===== src/rtl/jedro_1_arb_pkg.sv =====
// rtl/jedro_1_arb_pkg.sv - shared state encoding and grant bit positions for the memory arbiter
package jedro_1_arb_pkg;

    typedef enum logic [1:0] {
        IDLE  = 2'd0,
        BUSY0 = 2'd1,
        BUSY1 = 2'd2,
        DONE  = 2'd3
    } arb_state_t;

    localparam int GNT_IFU = 0;
    localparam int GNT_LSU = 1;

endpackage


===== src/rtl/jedro_1_arb_timeout.sv =====
// rtl/jedro_1_arb_timeout.sv - per-transaction watchdog counter, expires on the last allowed wait cycle
module jedro_1_arb_timeout #(
    parameter int TIMEOUT_CYCLES = 255
) (
    input  logic clk_i,
    input  logic rst_i,
    input  logic clr_i,
    input  logic en_i,
    output logic expire_o
);

    generate
        if (TIMEOUT_CYCLES == 0) begin : g_off
            logic unused_tie;
            assign unused_tie = ^{clk_i, rst_i, clr_i, en_i};
            assign expire_o   = 1'b0;
        end else begin : g_on
            localparam int CW = $clog2(TIMEOUT_CYCLES + 1);
            logic [CW-1:0] cnt;

            always_ff @(posedge clk_i or posedge rst_i) begin
                if (rst_i) begin
                    cnt <= '0;
                end else if (clr_i) begin
                    cnt <= '0;
                end else if (en_i) begin
                    cnt <= cnt + 1'b1;
                end
            end

            // Expiry is only meaningful in a cycle that is still waiting on the slave.
            assign expire_o = en_i && (cnt == CW'(TIMEOUT_CYCLES - 1));
        end
    endgenerate

endmodule


===== src/rtl/jedro_1_mem_arbiter.sv =====
// rtl/jedro_1_mem_arbiter.sv - two-master (fetch, LSU) arbiter onto one unified RAM port
module jedro_1_mem_arbiter
    import jedro_1_arb_pkg::*;
#(
    parameter int DATA_WIDTH     = 32,
    parameter int TIMEOUT_CYCLES = 255,
    parameter int LSU_PRIORITY   = 0
) (
    input  logic                  clk_i,
    input  logic                  rst_i,
    input  logic                  m0_stb_i,
    input  logic [DATA_WIDTH-1:0] m0_addr_i,
    output logic [DATA_WIDTH-1:0] m0_rdata_o,
    output logic                  m0_ack_o,
    output logic                  m0_err_o,
    input  logic                  m1_stb_i,
    input  logic [3:0]            m1_we_i,
    input  logic [DATA_WIDTH-1:0] m1_addr_i,
    input  logic [DATA_WIDTH-1:0] m1_wdata_i,
    output logic [DATA_WIDTH-1:0] m1_rdata_o,
    output logic                  m1_ack_o,
    output logic                  m1_err_o,
    output logic                  ram_stb_o,
    output logic [3:0]            ram_we_o,
    output logic [DATA_WIDTH-1:0] ram_addr_o,
    output logic [DATA_WIDTH-1:0] ram_wdata_o,
    input  logic [DATA_WIDTH-1:0] ram_rdata_i,
    input  logic                  ram_ack_i,
    input  logic                  ram_err_i,
    output logic [1:0]            grant_o,
    output logic                  busy_o
);

    localparam logic LSU_PRIO = (LSU_PRIORITY != 0);

    arb_state_t state, state_nxt;
    logic       last_grant;
    logic       busy;
    logic       resp;
    logic       tmo_expire;
    logic       fail;
    logic       pick_lsu;

    assign busy = (state == BUSY0) || (state == BUSY1);
    assign resp = ram_ack_i | ram_err_i;
    assign fail = ram_err_i | tmo_expire;

    jedro_1_arb_timeout #(
        .TIMEOUT_CYCLES(TIMEOUT_CYCLES)
    ) u_timeout (
        .clk_i   (clk_i),
        .rst_i   (rst_i),
        .clr_i   (~busy),
        .en_i    (busy & ~resp),
        .expire_o(tmo_expire)
    );

    // LSU wins when it is alone, when it has priority, or when fetch was served last.
    assign pick_lsu = m1_stb_i & (~m0_stb_i | LSU_PRIO | ~last_grant);

    always_comb begin
        state_nxt = state;
        case (state)
            IDLE: begin
                if (m0_stb_i | m1_stb_i) begin
                    state_nxt = pick_lsu ? BUSY1 : BUSY0;
                end
            end
            BUSY0, BUSY1: begin
                if (resp | tmo_expire) begin
                    state_nxt = DONE;
                end
            end
            default: state_nxt = IDLE;
        endcase
    end

    always_ff @(posedge clk_i or posedge rst_i) begin
        if (rst_i) begin
            state      <= IDLE;
            last_grant <= 1'b1;
        end else begin
            state <= state_nxt;
            if (state == IDLE && state_nxt != IDLE) begin
                last_grant <= (state_nxt == BUSY1);
            end
        end
    end

    always_comb begin
        ram_stb_o   = 1'b0;
        ram_we_o    = 4'b0;
        ram_addr_o  = '0;
        ram_wdata_o = '0;
        m0_rdata_o  = '0;
        m0_ack_o    = 1'b0;
        m0_err_o    = 1'b0;
        m1_rdata_o  = '0;
        m1_ack_o    = 1'b0;
        m1_err_o    = 1'b0;
        grant_o     = 2'b00;
        case (state)
            BUSY0: begin
                ram_stb_o        = 1'b1;
                ram_addr_o       = m0_addr_i;
                m0_rdata_o       = ram_rdata_i;
                m0_ack_o         = ram_ack_i & ~ram_err_i;
                m0_err_o         = fail;
                grant_o[GNT_IFU] = 1'b1;
            end
            BUSY1: begin
                ram_stb_o        = 1'b1;
                ram_we_o         = m1_we_i;
                ram_addr_o       = m1_addr_i;
                ram_wdata_o      = m1_wdata_i;
                m1_rdata_o       = ram_rdata_i;
                m1_ack_o         = ram_ack_i & ~ram_err_i;
                m1_err_o         = fail;
                grant_o[GNT_LSU] = 1'b1;
            end
            default: ;
        endcase
    end

    assign busy_o = busy;

endmodule


===== config.mk =====
export PLATFORM = sky130hd
export DESIGN_NAME = jedro_1_mem_arbiter
export DESIGN_NICKNAME = d
export VERILOG_FILES = /design/src/rtl/jedro_1_arb_pkg.sv /design/src/rtl/jedro_1_arb_timeout.sv /design/src/rtl/jedro_1_mem_arbiter.sv
export SDC_FILE = /design/constraint.sdc
export NUM_CORES = 1
export LEC_CHECK = 0
export CORE_AREA = 5 5 105 107
export DETAILED_ROUTE_END_ITERATION = 10
export DIE_AREA = 0 0 110 112
export PLACE_DENSITY = 0.69
export SLEW_MARGIN = 10
export SYNTH_ARGS = -nofsm -noshare
export SYNTH_HDL_FRONTEND = slang
export SYNTH_SLANG_ARGS = --single-unit

===== constraint.sdc =====
create_clock -name clk_i -period 2.2 [get_ports clk_i]
set_clock_uncertainty 0.2 [all_clocks]
set_input_delay 0.22 -clock clk_i [delete_from_list [all_inputs] [get_ports clk_i]]
set_output_delay 0.22 -clock clk_i [all_outputs]
set_load 0.005 [all_outputs]

# == Yosys cells after proc, flatten, opt, wreduce, memory -nomap -nowiden ==
# Cells that the tools add are included.
# totals
ff_bits,11
inputBits,138
elab_cells,45
# classes
add_sub_neg,1
n_eq_ne,5
mux,18
n_bitwise,12
reduce_logical,6
# ops
op,count
two-way mux 32 bit,3
one-hot mux 32 bit (2 select lines),1
two-way mux 8 bit,2
"adder 8 x 1 -> 8 bit, second input constant",1
"== test 8 bit, second input constant",1
two-way mux 1 bit,7
two-way mux 2 bit,3
bitwise OR 1 bit,5
"== test 2 bit, second input constant",2
two-way mux 4 bit,1
inverter 1 bit,4
one-hot mux 2 bit (2 select lines),1
bitwise AND 1 bit,3
"== test 2 x 1 -> 1 bit, second input constant",1
logical AND 1 bit,2
zero test 2 bit,1
"!= test 2 x 1 -> 1 bit, second input constant",1
nonzero test 2 bit,1
OR reduction 2 bit,1
logical OR 1 bit,1

# == Depth between registers and ports, before layout ==
# Gate-level depths: netlist of run 1.
# depth
depth_word,9
depth_mapped,6
ltp_nobuf,6

# == Modules after synthesis ==
# A second synthesis of run 1 with hierarchy kept.
# hier_totals
cells_unflattened,259
area_unflattened_um2,1784.2
# modules_own_cells
module,instances,cells_each,area_per_inst_um2,seq_area_each_um2
jedro_1_mem_arbiter,1,217,1365.1,76.3
jedro_1_arb_timeout,1,42,419.2,200.2

# == Least setup slack after synthesis of run 1 ==
# No wires, ideal clock.
# synth_timing
path_kind,register to output
from,register state[0]
to,output m0_err_o
arrival_ns,1.332
required_time_ns,1.780
setup_slack_ns,0.448
stages_incl_launch_ff,6
n_path_buf,0
path_cell_list,dfrtp_1 -> inv_1 -> ha_1 -> nand4_1 -> o31ai_1 -> and2_1
# synth_via
elab_chain_len,6
word_cells_on_any_way,7
classes_between,eq/ne (2); mux (1); bitwise (2); reduce/logical (2)
# synth_rtl
item,line,source
"start, declared",jedro_1_mem_arbiter.sv:36,"arb_state_t state, state_nxt;"
"start signal, assigned",jedro_1_mem_arbiter.sv:83,state <= state_nxt;
== test 2 x 1 -> 1 bit or == test 2 bit (tied branches),jedro_1_mem_arbiter.sv:44,assign busy = (state == BUSY0) || (state == BUSY1);
logical OR 1 bit *,jedro_1_mem_arbiter.sv:44,
via busy_o,jedro_1_mem_arbiter.sv:31,output logic busy_o
bitwise AND 1 bit *,jedro_1_mem_arbiter.sv:54,".en_i (busy & ~resp),"
logical AND 1 bit *,jedro_1_arb_timeout.sv:32,assign expire_o = en_i && (cnt == CW'(TIMEOUT_CYCLES - 1));
bitwise OR 1 bit *,jedro_1_mem_arbiter.sv:46,assign fail = ram_err_i | tmo_expire;
two-way mux 1 bit *,jedro_1_mem_arbiter.sv:102,case (state)
"end, declared",jedro_1_mem_arbiter.sv:15,"output logic m0_err_o,"
# The timed path passes the listed nets; every way through them passes the cells marked *.

# == Worst setup path in the final report of run 1 ==
# layout_timing
from,register state[1]
to,output ram_addr_o[6]
# layout_via
elab_chain_len,2
word_cells_on_any_way,3
classes_between,eq/ne (2); mux (1)
# layout_rtl
item,line,source
== test 2 bit or == test 2 x 1 -> 1 bit (tied branches),jedro_1_mem_arbiter.sv:102,
one-hot mux 32 bit (2 select lines) *,jedro_1_mem_arbiter.sv:102,
"end, declared",jedro_1_mem_arbiter.sv:25,"output logic [DATA_WIDTH-1:0] ram_addr_o,"
# Mark *: on every way between the ends. The rest lies on a longest branch, timed or not.

==> run_results.csv, run 1 <==
group,metric,value,unit
run_status,status,"finished, violations left",
run_status,failed_checks,"setup timing",
min_path,hp-class,"primary input to asynchronous set/reset pin",
run,maxCapViolCount,0,
yosys,syn-cell-area,1850,um2
global_route,grtUsageTotal,18.5,%
yosys,synth-seq-cells,11,
floorplanning,start_util,18.4,%
worst_setup_path,cp.arrival,1810,ps
finish,nNetsFinal,704,
worst_setup_path,critical_path.cell_chain,"buf_6 -> ha_4 -> buf_12 -> buf_12 -> buf_12 -> a22oi_2 -> nor2b_1 -> dlygate4sd2_1",
detailed_routing,via_count,3017,
pwr,p_sw_share,38.0,%
detailed_routing,wirelength,12.7,mm
yosys,yosys-top-cells-count,"107 x and2_1, 33 x nor2b_1, 32 x a22oi_1",
global_route,grt_pass1_vias,3027,
detailed_routing,drc,0,
clocking,htree_levels,1,
worst_setup_path,path_max_fanout,8,
timing,worstMarginPinSlew,417,ps
pwr,p_int,3.48,mW
worst_setup_path,worst-path-buf-inv,5,
floorplanning,dieArea,12300,um2
clocking,cts_root_buf,"clkbuf_8",
timing,timing.final.crit_share,101,%
worst_setup_path,worstSetupStartpointType,"flop",
placement,io_buffers,277,
worst_setup_path,cp-end-kind,"output pin",
pwr,vdd_drop_max,506,uV
yosys,synth_nets,401,
finish,n_fill_cell,972,
timing,fin_ws,-25.3,ps
finish,syn2layout_area_growth,193,%
clocking,clk_latency,240,ps
yosys,yosysWarnings,0,
timing,post-route-min-period,2230,ps
placement,globalplace.congestion,0.875,
finish,diodes,0,
yosys,synth.top_cell.area_share,36.1,%
pwr,power_frac_seq,5.0,%
yosys,synth_area_per_cell,7.21,um2
detailed_routing,avgRoutedWirePerCell,18.3,um
global_route,antenna_found_initial,3,
global_route,grt_pass1_wl,17.8,mm
floorplanning,ios,278,
detailed_routing,first_iter_violations,132,
yosys,synth_edf_count,0,
floorplanning,die_w,110,um
worst_setup_path,worstReg2RegStart,"state[0]",
yosys,ys_seq_area_share,14.9,%
timing,hold_violations,0,
timing,setup_viol,3,
yosys,yosysMostFrequentCell,"and2_1",
detailed_routing,postRouteAntennaNets,0,
clocking,numCtsBuffers,3,
global_route,grt_max_degree,21,
yosys,async_flop_share,100,%
clocking,clk_pin_slew_worst_paths,50,ps
detailed_routing,routed_via_density,4.34,
worst_setup_path,setup.worst_path.class,"flop to output pin",
placement,place_hpwl,9.91,mm
detailed_routing,first_pass_iters,4,
floorplanning,rows,37,
timing,slew_headroom,72.2,%
floorplanning,dieHeight,112,um
worst_setup_path,cp_slowest_stage_delay,400,ps
pwr,combPwrFrac,91.4,%
yosys,synthDistinctLibCells,33,
timing,finalSetupTns,-42.4,ps
pwr,p_switching,2.13,mW
clocking,clk_path_buf_depth,2,
timing,rsz0062_at_grt,"true",
worst_setup_path,crit_slowest_cell,"dfrtp_1",
floorplanning,core,10000,um2
yosys,yosysTopAreaCell,"and2_1",
yosys,ys.flop_type,"dfrtp_1",
pwr,leakage,2.98,nW
clocking,cts_tree,"done",
clocking,cts.sinks,11,
worst_setup_path,crit_top_cell,"buf_12",
finish,drive_above_1_share,17.4,%
worst_setup_path,path_delay_family,"buffers and inverters",
timing,whs,83.4,ps
finish,final_util,53.9,%
timing,fmax,449,MHz
pwr,pwr_density_cell,1040,nW/um2
timing,maxSlewViolCount,0,
global_route,grt_overflow,0,
worst_setup_path,worstPathRequired,1780,ps
pwr,clockPowerShare,3.6,%
worst_setup_path,crit_path_start,"state[1]",
yosys,synthCells,257,
yosys,synth_area_leaders,"and2_1 36%, dfrtp_1 14%, a22oi_1 13%",
routing by layer:
| metal | global-route usage [%] | up-vias | part of all wire (%) |
|---|---|---|---|
| li1 | - | 1464 | - |
| met1 | 21.5 | 1405 | 38 |
| met4 | 2.99 | 6 | 1.0 |
| met5 | 0 | - | 0.36 |
| met3 | 5.04 | 16 | 8.7 |
| met2 | 33.6 | 126 | 52 |
stage by stage:
step | setup slack [ps] | power, mW | cell area, um2 | cells
3_5_place_dp | -102 | 4.65 | 4910 | 666
4_1_cts | -110 | 5.23 | 5120 | 682
2_1_floorplan | 448 | 1.97 | 1850 | 257
6_report | -25.3 | 5.61 | 5420 | 695
3_3_place_gp | -34.3 | 4.59 | 4910 | 666
5_1_grt | -108 | 6.04 | 5420 | 695
state kept, by name (all words and copies together) (netlist names):
name,flops
u_timeout.g_on.cnt,8
state,2
last_grant,1
cells by family (layout without fill, tap and decap cells):
group                      Yosys count  count (layout)  synth area share (%)
and+or+nand+nor                    159             159                  53.8
AOI/OAI and AO/OA                   47              47                  18.5
buffers and inverters               29             331                  6.35
DFF                                 11              11                  14.9
adders and majority gates            6               6                  4.05
xor gates and xnor gates             5               5                  2.36
layout make-up:
| cell class | count | area, um2 | area share, % |
|---|---|---|---|
| sequential | 11 | 277 | 5.10 |
| tap | 136 | 170 | 3.14 |
| inverter | 6 | 22.5 | 0.416 |
| clock buffer | 4 | 45.0 | 0.831 |
| multi-input combinational | 217 | 1590 | 29.3 |
| timing repair buffer | 321 | 3310 | 61.2 |
power by group through the flow:
stage                     Clock [mW]  Combinational (mW)  Sequential, mW
final                          0.202                5.13           0.279
after floorplan                    0                1.69           0.284
after global placement             0                4.31           0.275
after detailed placement           0                4.38           0.277
after CTS                      0.205                4.74           0.278
after global routing           0.218                5.54           0.285
path summary, 6_finish.rpt:
kind | endpoint | slack, ps | cells after the start
worst max-delay path | ram_addr_o[6] | -30 | 8
worst min-delay path | u_timeout.g_on.cnt[0] | 80 | 2
worst max register to register | last_grant | 240 | 9
worst min register to register | last_grant | 330 | 1
max in group asynchronous | last_grant | 1390 | 2
min in group clk_i | last_grant | 330 | 1
cells in the final DEF (no fill, tap or decap), drive strengths merged, types with 2 or more instances in the layout:
master	synthesis	layout
a21boi	2	2
a21oi	2	2
a22oi	32	32
and2	107	107
and3	2	2
buf	5	41
clkbuf	18	27
clkdlybuf4s15	0	23
clkdlybuf4s50	0	143
dfrtp	10	10
dlygate4sd2	0	50
dlymetal6s2s	0	40
ha	6	6
inv	6	6
nand2	4	4
nand3	2	2
nand4	5	5
nor2	2	2
nor2b	33	33
o211a	2	2
o21ai	4	4
xnor2	4	4
timing repair:
item | CTS | global route
hold buffers | 0 | 0
buffers inserted | 7 | 11
pin swaps | 6 | 5
setup endpoints to repair | 138 | 69
cloned | 5 | 2
gates resized for setup | 117 | 121
No activity file was read; power rests on OpenSTA's default activity.
==> inputs of run 2 (changes only) <==
--- a/config.mk
+++ b/config.mk
@@ -5,10 +5,14 @@
 export SDC_FILE = /design/constraint.sdc
 export NUM_CORES = 1
 export LEC_CHECK = 0
-export CORE_AREA = 5 5 105 107
+export CELL_PAD_IN_SITES_DETAIL_PLACEMENT = 0
+export CELL_PAD_IN_SITES_GLOBAL_PLACEMENT = 1
+export CORE_MARGIN = 5
+export CORE_UTILIZATION = 14
+export CTS_CLUSTER_SIZE = 8
 export DETAILED_ROUTE_END_ITERATION = 10
-export DIE_AREA = 0 0 110 112
-export PLACE_DENSITY = 0.69
+export HOLD_SLACK_MARGIN = 0.06
+export PLACE_DENSITY = 0.85
 export SLEW_MARGIN = 10
 export SYNTH_ARGS = -nofsm -noshare
 export SYNTH_HDL_FRONTEND = slang
==> run 2 against run 1 <==
Effect of this change:
- the run still ends with setup timing left
- via count is 0.96% lower
- clock power is 71% higher
- die area is 27% higher
- sequential cell count stayed put
- critical path depth is 1 lower
- combinational power is 12% lower
- critical endpoint is now ram_addr_o[10]
- largest power group unchanged
==> run_results.csv, run 2 (synthesis results as in run 1) <==
group,metric,value,unit
finish,largest_registers,"u_timeout.g_on.cnt (8), state (2), last_grant (1)",
timing,hold_violations,0,
finish,n_fill_cell,1287,
detailed_routing,avgRoutedWirePerCell,15.7,um
global_route,grt_pass1_wl,16.1,mm
timing,timing.final.crit_share,101,%
global_route,grt_overflow,0,
pwr,total_power,5.16,mW
detailed_routing,routed_via_density,4.10,
worst_setup_path,cp-end-kind,"output pin",
finish,layout_common_cells,"158 x clkdlybuf4s50_1, 107 x and2_1, 63 x dlygate4sd2_1",
global_route,grt_max_degree,36,
finish,top_register,"u_timeout.g_on.cnt",
pwr,pwr_density_cell,976,nW/um2
timing,setup_viol,4,
clocking,cts.sinks,11,
timing,fin_ws,-28.1,ps
global_route,grt_pass1_vias,2977,
pwr,vdd_drop_max,859,uV
detailed_routing,via_count,2988,
min_path,hp-class,"primary input to asynchronous set/reset pin",
worst_setup_path,path_max_fanout,15,
worst_setup_path,cp_slowest_stage_delay,380,ps
detailed_routing,postRouteAntennaNets,0,
clocking,cts_root_buf,"clkbuf_16",
placement,io_buffers,277,
clocking,clk_path_buf_depth,2,
timing,slew_headroom,70.3,%
worst_setup_path,cp.arrival,1810,ps
detailed_routing,first_pass_iters,4,
timing,rsz0062_at_grt,"true",
worst_setup_path,worstPathRequired,1780,ps
finish,drive_above_1_share,15.0,%
run_status,failed_checks,"setup timing",
floorplanning,dieArea,15600,um2
timing,fmax,449,MHz
global_route,grtUsageTotal,12.4,%
finish,diodes,0,
detailed_routing,drc,0,
floorplanning,dieHeight,125,um
floorplanning,core,13100,um2
worst_setup_path,setup.worst_path.class,"flop to output pin",
finish,final_common_cell,"clkdlybuf4s50_1",
worst_setup_path,crit_path_start,"state[0]",
floorplanning,start_util,14.2,%
floorplanning,rows,42,
timing,post-route-min-period,2230,ps
finish,nNetsFinal,698,
clocking,cts_tree,"done",
timing,maxSlewViolCount,0,
detailed_routing,first_iter_violations,87,
clocking,clk_latency,240,ps
worst_setup_path,worstReg2RegStart,"state[1]",
finish,largest_reg_flops,8,
worst_setup_path,r2r-end,"last_grant",
clocking,htree_levels,1,
worst_setup_path,worstSetupStartpointType,"flop",
worst_setup_path,rr_worst_depth,11,
run,maxCapViolCount,0,
timing,worstMarginPinSlew,445,ps
clocking,numCtsBuffers,3,
detailed_routing,wirelength,11.5,mm
worst_setup_path,crit_slowest_cell,"dfrtp_1",
finish,syn2layout_area_growth,186,%
clocking,clk_pin_slew_worst_paths,50,ps
worst_setup_path,critical_path.cell_chain,"buf_4 -> ha_4 -> buf_12 -> clkbuf_16 -> a22oi_1 -> nor2b_1 -> dlygate4sd2_1",
floorplanning,die_w,125,um
placement,globalplace.congestion,0.804,
finish,final_util,40.4,%
floorplanning,ios,278,
pwr,leakage,2.76,nW
placement,place_hpwl,8.79,mm
global_route,antenna_found_initial,0,
clocking,cts_hold_buf,0,
run_status,status,"finished, violations left",
worst_setup_path,ff2ff_setup_slack,-10,ps
[run 2: cell types whose count changed in the layout (fill, tap and decap cells not counted), sizes merged]
cell           delta
buf               -5
clkinv            +1
dlymetal6s2s     -14
bufbuf            -1
dlygate4sd2      +13
clkdlybuf4s15    -16
clkbuf            +1
clkdlybuf4s50    +15
[run 2: worst max-delay path by stage]
stage                           to  cells after the start
CTS                     last_grant                     12
global placement          m1_err_o                      6
finish              ram_addr_o[10]                      7
detailed placement  ram_addr_o[29]                      6
floorplan                 m0_err_o                      5
global route        ram_addr_o[18]                      7
[run 2: worst max-delay path: cells and delay by family, from the launching register on]
family	cells	cell delay (ps)
buffers and inverters	4	710
adder cells (fa/ha/maj)	1	190
AO/OA/AOI/OAI	1	210
AND/OR/NAND/NOR	1	70
flip-flops	1	380
[run 2: layout make-up]
type	count	area, um2	area share, %
clock buffers	3	75.1	1.42
clock inverters	1	5.00	0.0946
inverters	6	22.5	0.426
multi-input cells	217	1540	29.2
flip-flops and latches	11	277	5.23
well taps	176	220	4.16
repair buffers	315	3150	59.5
[run 2: per-stage QoR]
stage	cell area (um2)	cells	hold WS (ps)	setup WS, ps	TNS (ps)
3_5_place_dp	4900	702	325	9.08	0
5_1_grt	5290	729	123	-86.6	-587
6_report	5290	729	83.2	-28.1	-66.5
2_1_floorplan	1850	257	-128	448	0
4_1_cts	5100	719	106	-110	-520
3_3_place_gp	4900	702	310	28.0	0
[run 2: what timing repair did]
action,CTS,global route
pin swaps,7,5
gates cloned,2,2
endpoints found under the setup margin,130,41
buffers inserted,11,9
gates resized for setup,113,90
[run 2: where the power goes]
group,internal [mW],switching [mW]
logic,2.70,1.83
registers,0.252,0.0349
clock network,0.242,0.104
total,3.20,1.96
[run 2: routing by layer]
metal	GRT usage [%]	routed length, um	vias to the layer above
met5	0	0	-
met4	2.61	226	0
met3	3.11	893	20
met2	24.2	6100	157
met1	13.5	4250	1359
li1	-	-	1452
==> inputs of run 3 (changes only) <==
--- a/config.mk
+++ b/config.mk
@@ -11,7 +11,6 @@
 export CORE_UTILIZATION = 14
 export CTS_CLUSTER_SIZE = 8
 export DETAILED_ROUTE_END_ITERATION = 10
-export HOLD_SLACK_MARGIN = 0.06
 export PLACE_DENSITY = 0.85
 export SLEW_MARGIN = 10
 export SYNTH_ARGS = -nofsm -noshare
==> results of run 3 <==
Same layout as run 2: the final DEF is identical, and so are final timing and power.
